==> src/rtl/ram_bus_ctrl.sv <==
// Sequencer from the CPU's single-request memory port to an asynchronous
// strobe-style static RAM. It handles WE_N timing, byte-lane steering and error flagging.
module ram_bus_ctrl #(
  parameter int RAM_BYTES = 16384,
  parameter int SETUP_CYC = 1,
  parameter int WE_CYC    = 1,
  parameter int RD_CYC    = 1
) (
  input  logic        clk,
  input  logic        reset,
  input  logic        req,
  input  logic        we,
  input  logic        byte_op,
  input  logic [15:0] addr,
  input  logic [15:0] wdata,
  output logic        ack,
  output logic        err,
  output logic [15:0] rdata,
  output logic        busy,
  output logic [15:0] ram_a,
  output logic [15:0] ram_di,
  input  logic [15:0] ram_do,
  output logic        ram_ce_n,
  output logic        ram_we_n,
  output logic        ram_byte_op
);

  localparam int MAX_AB = (SETUP_CYC > WE_CYC) ? SETUP_CYC : WE_CYC;
  localparam int MAXC   = (MAX_AB > RD_CYC) ? MAX_AB : RD_CYC;
  localparam int CW     = (MAXC > 1) ? $clog2(MAXC) : 1;
  localparam logic [16:0] RAM_LIM = 17'(RAM_BYTES);

  // One-hot so that the RAM strobe decodes come from flop outputs with minimal logic.
  typedef enum logic [5:0] {
    IDLE    = 6'b000001,
    SETUP   = 6'b000010,
    WSTROBE = 6'b000100,
    RECOVER = 6'b001000,
    READ    = 6'b010000,
    DONE    = 6'b100000
  } state_t;

  state_t        state, nxt;
  logic [CW-1:0] cnt, cnt_load;
  logic          cnt_zero;
  logic          we_q, err_q;
  logic          accept, bad_req;
  logic [15:0]   di_steer;

  assign cnt_zero = (cnt == '0);
  assign accept   = (state == IDLE) && req;
  assign bad_req  = (!byte_op && addr[0]) || ({1'b0, addr} >= RAM_LIM);
  assign di_steer = byte_op ? {8'h00, (addr[0] ? wdata[15:8] : wdata[7:0])} : wdata;

  // state register
  always_ff @(posedge clk) begin
    if (reset) state <= IDLE;
    else       state <= nxt;
  end

  // next-state logic
  always_comb begin
    nxt = state;
    case (state)
      IDLE:    if (req) nxt = bad_req ? DONE : SETUP;
      SETUP:   if (cnt_zero) nxt = we_q ? WSTROBE : READ;
      WSTROBE: if (cnt_zero) nxt = RECOVER;
      RECOVER: nxt = DONE;
      READ:    if (cnt_zero) nxt = DONE;
      DONE:    nxt = IDLE;
      default: nxt = IDLE;
    endcase
  end

  // output decode
  always_comb begin
    busy     = (state != IDLE);
    ack      = (state == DONE);
    err      = (state == DONE) && err_q;
    ram_ce_n = !((state == SETUP) || (state == WSTROBE) ||
                 (state == RECOVER) || (state == READ));
    ram_we_n = !(state == WSTROBE);
  end

  // Each timed state is entered with its length minus one and leaves when the count reaches zero.
  always_comb begin
    cnt_load = '0;
    case (nxt)
      SETUP:   cnt_load = CW'(SETUP_CYC - 1);
      WSTROBE: cnt_load = CW'(WE_CYC - 1);
      READ:    cnt_load = CW'(RD_CYC - 1);
      default: cnt_load = '0;
    endcase
  end

  always_ff @(posedge clk) begin
    if (reset)              cnt <= '0;
    else if (nxt != state)  cnt <= cnt_load;
    else if (!cnt_zero)     cnt <= cnt - 1'b1;
  end

  // Address, data and mode change only at acceptance, so they are stable around every WE_N edge.
  always_ff @(posedge clk) begin
    if (reset) begin
      ram_a       <= '0;
      ram_di      <= '0;
      ram_byte_op <= 1'b0;
      we_q        <= 1'b0;
      err_q       <= 1'b0;
    end else if (accept) begin
      ram_a       <= addr;
      ram_di      <= di_steer;
      ram_byte_op <= byte_op;
      we_q        <= we;
      err_q       <= bad_req;
    end
  end

  always_ff @(posedge clk) begin
    if (reset)                          rdata <= '0;
    else if ((state == READ) && cnt_zero) rdata <= ram_do;
  end

endmodule
==> config.mk <==
export PLATFORM = sky130hd
export DESIGN_NAME = ram_bus_ctrl
export DESIGN_NICKNAME = d
export VERILOG_FILES = /design/src/rtl/ram_bus_ctrl.sv
export SDC_FILE = /design/constraint.sdc
export NUM_CORES = 1
export LEC_CHECK = 0
export ABC_CLOCK_PERIOD_IN_PS = 3300
export CORE_MARGIN = 10
export CORE_UTILIZATION = 44
export CTS_CLUSTER_DIAMETER = 150
export DETAILED_ROUTE_END_ITERATION = 12
export GPL_TIMING_DRIVEN = 1
export PLACE_DENSITY = 0.84
export SKIP_LAST_GASP = 1
export SLEW_MARGIN = 20
export SYNTH_ARGS = -nofsm -noshare
export SYNTH_HDL_FRONTEND = slang
export SYNTH_SLANG_ARGS = --single-unit
export TNS_END_PERCENT = 10
==> constraint.sdc <==
create_clock -name clk -period 3.3 [get_ports clk]
set_input_delay 0.495 -clock clk [delete_from_list [all_inputs] [get_ports clk]]
set_output_delay 0.495 -clock clk [all_outputs]
set_load 0.02 [all_outputs]
## After elaboration in Yosys (flattened, before gate mapping)

Cells that the tools add are included.

| cells by class | value |
|---|---|
| eq/ne operators | 8 |
| reduce and logical (&&, ||, !) cells | 12 |
| add/sub/neg operators | 1 |
| multipliers | 0 |
| order comparisons | 1 |
| divide/modulo/power cells | 0 |
| bitwise operators | 1 |
| mux-type cells | 9 |
| shifts and indexed selects | 0 |

Operator list:

| cell | count |
|---|---|
| $mux 6 | 5 |
| $pmux 6 s5 | 1 |
| $ge 16x15->1 const B | 1 |
| $mux 16 | 1 |
| $mux 8 | 1 |
| $eq 6x1->1 const B | 1 |
| $eq 6x2->1 const B | 1 |
| $eq 6x3->1 const B | 1 |
| $eq 6x4->1 const B | 1 |
| $eq 6x5->1 const B | 1 |
| $eq 6x6->1 const B | 1 |
| $ne 6x1->1 const B | 1 |
| $ne 6x6->1 | 1 |
| $mux 5 | 1 |
| $logic_and 1x1->1 | 4 |
| $logic_or 1x1->1 | 4 |
| $logic_not 1->1 | 3 |
| $reduce_or 3->1 | 1 |
| $not 1->1 | 1 |
| $sub 1x1->1 const B | 1 |

| word-level totals | value |
|---|---|
| bits in registers | 58 |
| memory bits (read-only) | 0 |
| bits of input ports | 53 |
| logic and storage cells | 40 |
| memories | 0 |
| output and inout bits | 54 |
| bits in latches | 0 |
| RAM bits | 0 |

## Longest topological paths before layout

| depth | value |
|---|---|
| word-level depth | 8 |
| mapped depth | 7 |
| depth with buffers taken out | 4 |

## Worst setup path before layout

Ideal clock, no wire load.

| timing | value |
|---|---|
| path kind | reg-to-reg |
| from | reg state[3] |
| to | reg ram_di[8] |
| data required time | 3.162 ns |
| slack | 1.263 ns |
| clock period less this slack | 2.037 ns |
| buffers on the path | 3 |
| data arrival time | 1.899 ns |
| stages on the path, launching flop included | 8 |
| library setup time | 0.138 ns |
| path through | dfxtp_1 buf_2 or4b_4 or4b_1 buf_2 buf_2 nand2_1 a21oi_1 |

| between the ends | value |
|---|---|
| word-level cells in the longest chain between the ends | 2 |

RTL lines:

| item | RTL line | text |
|---|---|---|
| from (decl) | 43 | `state_t state, nxt;` |
| from (signal assigned) | 58 | `else state <= nxt;` |
| $eq 6x1->1 | 51 | `assign accept = (state == IDLE) && req;` |
| $logic_and 1x1->1 | 51 |  |
| to (signal assigned) | 112 | `ram_di <= di_steer;` |
| to (decl) | 21 | `output logic [15:0] ram_di,` |

Every way passes these cells.
A chain may end at the register's enable or synchronous reset.

## Worst setup path after layout

| timing | value |
|---|---|
| from | reg state[4] |
| to | out busy |

| between the ends | value |
|---|---|
| word-level cells in the longest chain between the ends | 1 |

RTL lines:

| item | RTL line | text |
|---|---|---|
| $ne 6x1->1 | 77 | `busy = (state != IDLE);` |
| to (decl) | 19 | `output logic busy,` |

Every way passes these cells.

==> impl_metrics.ini <==
[grt]
grt_pass1_wl_um = 11400
grt_usage_pct = 16.4
overflow = 0
grt_max_degree = 46
grt_antenna_before_repair = 0
grt_pass1_vias = 2283

[power_and_ir_drop]
totalPowerFinal_mw = 1.75
irDropWorstVdd_v = 0.000343
cellLeakagePower_nw = 1.44
p_per_area_nw_per_um2 = 489

[routing]
drt_iter0_drc = 112
drc_errors = 0
wl_met2_um = 3480
highest-signal-layer = met4
wl_per_cell_um = 16.1
drt_wl_total_um = 7120
routed-wl-met3_um = 607
antenna_left = 0
via_count = 2285
drt_pass1_iterations = 4
wl_met1_um = 2880
via_per_inst = 5.16

[die]
fp.dieW_um = 92.9
rows = 26
ios = 107
die_area_um2 = 8630
initial_core_util_pct = 45.5
dieHeight_um = 92.9
core_um2 = 5140

[finish]
syn2layout_area_growth_pct = 53.4
fin_nets = 421
drive_gt1_share_pct = 6.70
diodes = 0

[synth]
syn_nets = 323
yosysWarnings = 0
synth-main-ff-cell = dfxtp_1
synth-seq-cells = 58
syn_area_per_cell_um2 = 8.66
seq_area_frac_synth_pct = 49.7
synth_cell_type_count = 37
netlist_area_um2 = 2340
ys_async_sr_fraction_pct = 0
syn_inst = 270
synth_edf_count = 0

[timing]
fmaxAchievable_mhz = 366
tightest_slew_ns = 0.961
setup_violations = 0
rsz0062_at_grt = false
timing.final.ws_setup_ns = 0.569
min_period_ns = 2.73
max_slew_margin_pct = 35.9
setup_tns_ns = 0
finalClockSkew_ns = 0.00821
fin_crit_sh_pct = 82.8
hold_viol = 0
finalMaxSlewViolations = 0

[run_status]
status = complete, no violations

[clock_network]
cts_root_buf = clkbuf_8
numCtsBuffers = 9
cts_resized = 0
path_clk_slew_ns = 0.07
cts_setup_buffers = 0
clock_latency_ns = 0.33
cts-htree-levels = 3
cts_hold_buf = 0
ctsLongestPathBuffers = 2
cts.sinks = 58
tritoncts = built

[place]
place_ws_ns = 0.802
portBuffers = 106
dp_hpwl_um = 5350
routabilityCongestion = 0.824

[job]
maxCapViolations = 0

[worst_setup_path]
slowest_delay_ns = 0.61
cp-start-kind = flip-flop
crit_arrival_ns = 2.24
cp_max_fo = 9
criticalPathCategory = flip-flop to output pin
crit_chain = or4b_4 -> or3_1 -> clkdlybuf4s50_1
cp-end-kind = output pin
required_ns = 2.80
cpMaxStageDelayCell = or4b_4

[hold_path]
hold_class = flip-flop to flip-flop
## area by class of cell
class / instances / area, um2
fillers: 446 / 1560
flip-flops and latches: 58 / 1160
repair buffers: 108 / 1070
multi-input cells: 189 / 1050
clock buffers: 11 / 151
well taps: 70 / 87.6
clock inverters: 5 / 52.6
inverters: 2 / 7.51
## per-stage QoR
step | area [um2] | utilization (%) | hold slack (ns) | std cells
2_1_floorplan | 2340 | - | 0.450 | 270
3_3_place_gp | 3380 | 65.8 | 0.437 | 427
3_5_place_dp | 3380 | 65.8 | 0.448 | 427
4_1_cts | 3580 | 69.7 | 0.456 | 443
5_1_grt | 3580 | 69.7 | 0.475 | 443
6_report | 3580 | 69.7 | 0.453 | 443
## worst paths after layout
check | slack, ns | cells past startpoint | from | endpoint
worst max-delay path | 0.57 | 3 | state[4] | busy
worst min-delay path | 0.45 | 2 | ram_di[14] | ram_di[14]
worst max register to register | 0.88 | 4 | state[4] | ram_a[9]
worst min register to register | 0.45 | 2 | ram_di[14] | ram_di[14]
## cells in the final DEF (no fill, tap or decap), types with 2 or more instances in the layout
cell and instances:
dfxtp_1 58, clkinv_2 3, nor4_1 2, a311oi_2 3, o21ai_0 2, nor3_1 5, nor2_1 35, nand2b_1 2
mux2i_1 17, clkdlybuf4s50_1 105, clkbuf_8 11, a21oi_1 28, buf_4 2, a311oi_1 5, nand3_1 16, or3_1 2
nand2_1 55
## kinds of logic (layout without fill, tap and decap cells)
| family | after synthesis | count (layout) | synth area share [%] |
|---|---|---|---|
| multiplexers | 17 | 17 | 7.28 |
| buffers and inverters | 23 | 126 | 5.25 |
| AND/OR/NAND/NOR | 124 | 124 | 24.0 |
| flip-flops | 58 | 58 | 49.7 |
| XOR/XNOR | 1 | 1 | 0.375 |
| AO/OA/AOI/OAI | 46 | 46 | 13.3 |
| other | 1 | 1 | 0.160 |
## cell usage after synthesis, types with 2 or more instances
| cell | count | area share (%) |
|---|---|---|
| nand3_1 | 16 | 3.4 |
| clkbuf_1 | 10 | 1.6 |
| nor4_1 | 2 | 0.54 |
| buf_4 | 2 | 0.64 |
| nor3_1 | 5 | 1.1 |
| a21oi_1 | 28 | 6.0 |
| buf_6 | 3 | 1.4 |
| nand2_1 | 55 | 8.8 |
| a311oi_1 | 5 | 1.9 |
| nand2b_1 | 2 | 0.54 |
| or3_1 | 2 | 0.54 |
| a311oi_2 | 3 | 1.9 |
| buf_2 | 5 | 1.1 |
| dfxtp_1 | 58 | 50 |
| mux2i_1 | 17 | 7.3 |
| nor2_1 | 35 | 5.6 |
| o21ai_0 | 2 | 0.43 |
## power by group
group	switching, mW	internal (mW)	leakage [nW]
Sequential	0.0257	0.740	0.473
Combinational	0.167	0.161	0.866
Clock	0.274	0.386	0.105
Total	0.467	1.29	1.44
## state kept, by name (all words and copies together), names as in the netlist
| name | count |
|---|---|
| err_q | 1 |
| we_q | 1 |
| state | 6 |
| rdata | 16 |
| ram_a | 16 |
| ram_byte_op | 1 |
| ram_di | 16 |
| cnt | 1 |
## layer usage
metal / up-vias / GRT usage [%]
met5: - / 0
li1: 1117 / -
met3: 15 / 7.83
met4: 0 / 6.17
met1: 1074 / 18.0
met2: 79 / 27.0
## critical path: cells and delay by family (launching register included)
family	cells	cell delay [ns]
AND/OR/NAND/NOR	2	0.96
flip-flops	1	0.39
buffers and inverters	1	0.56
No activity file was read; power rests on OpenSTA's default activity.
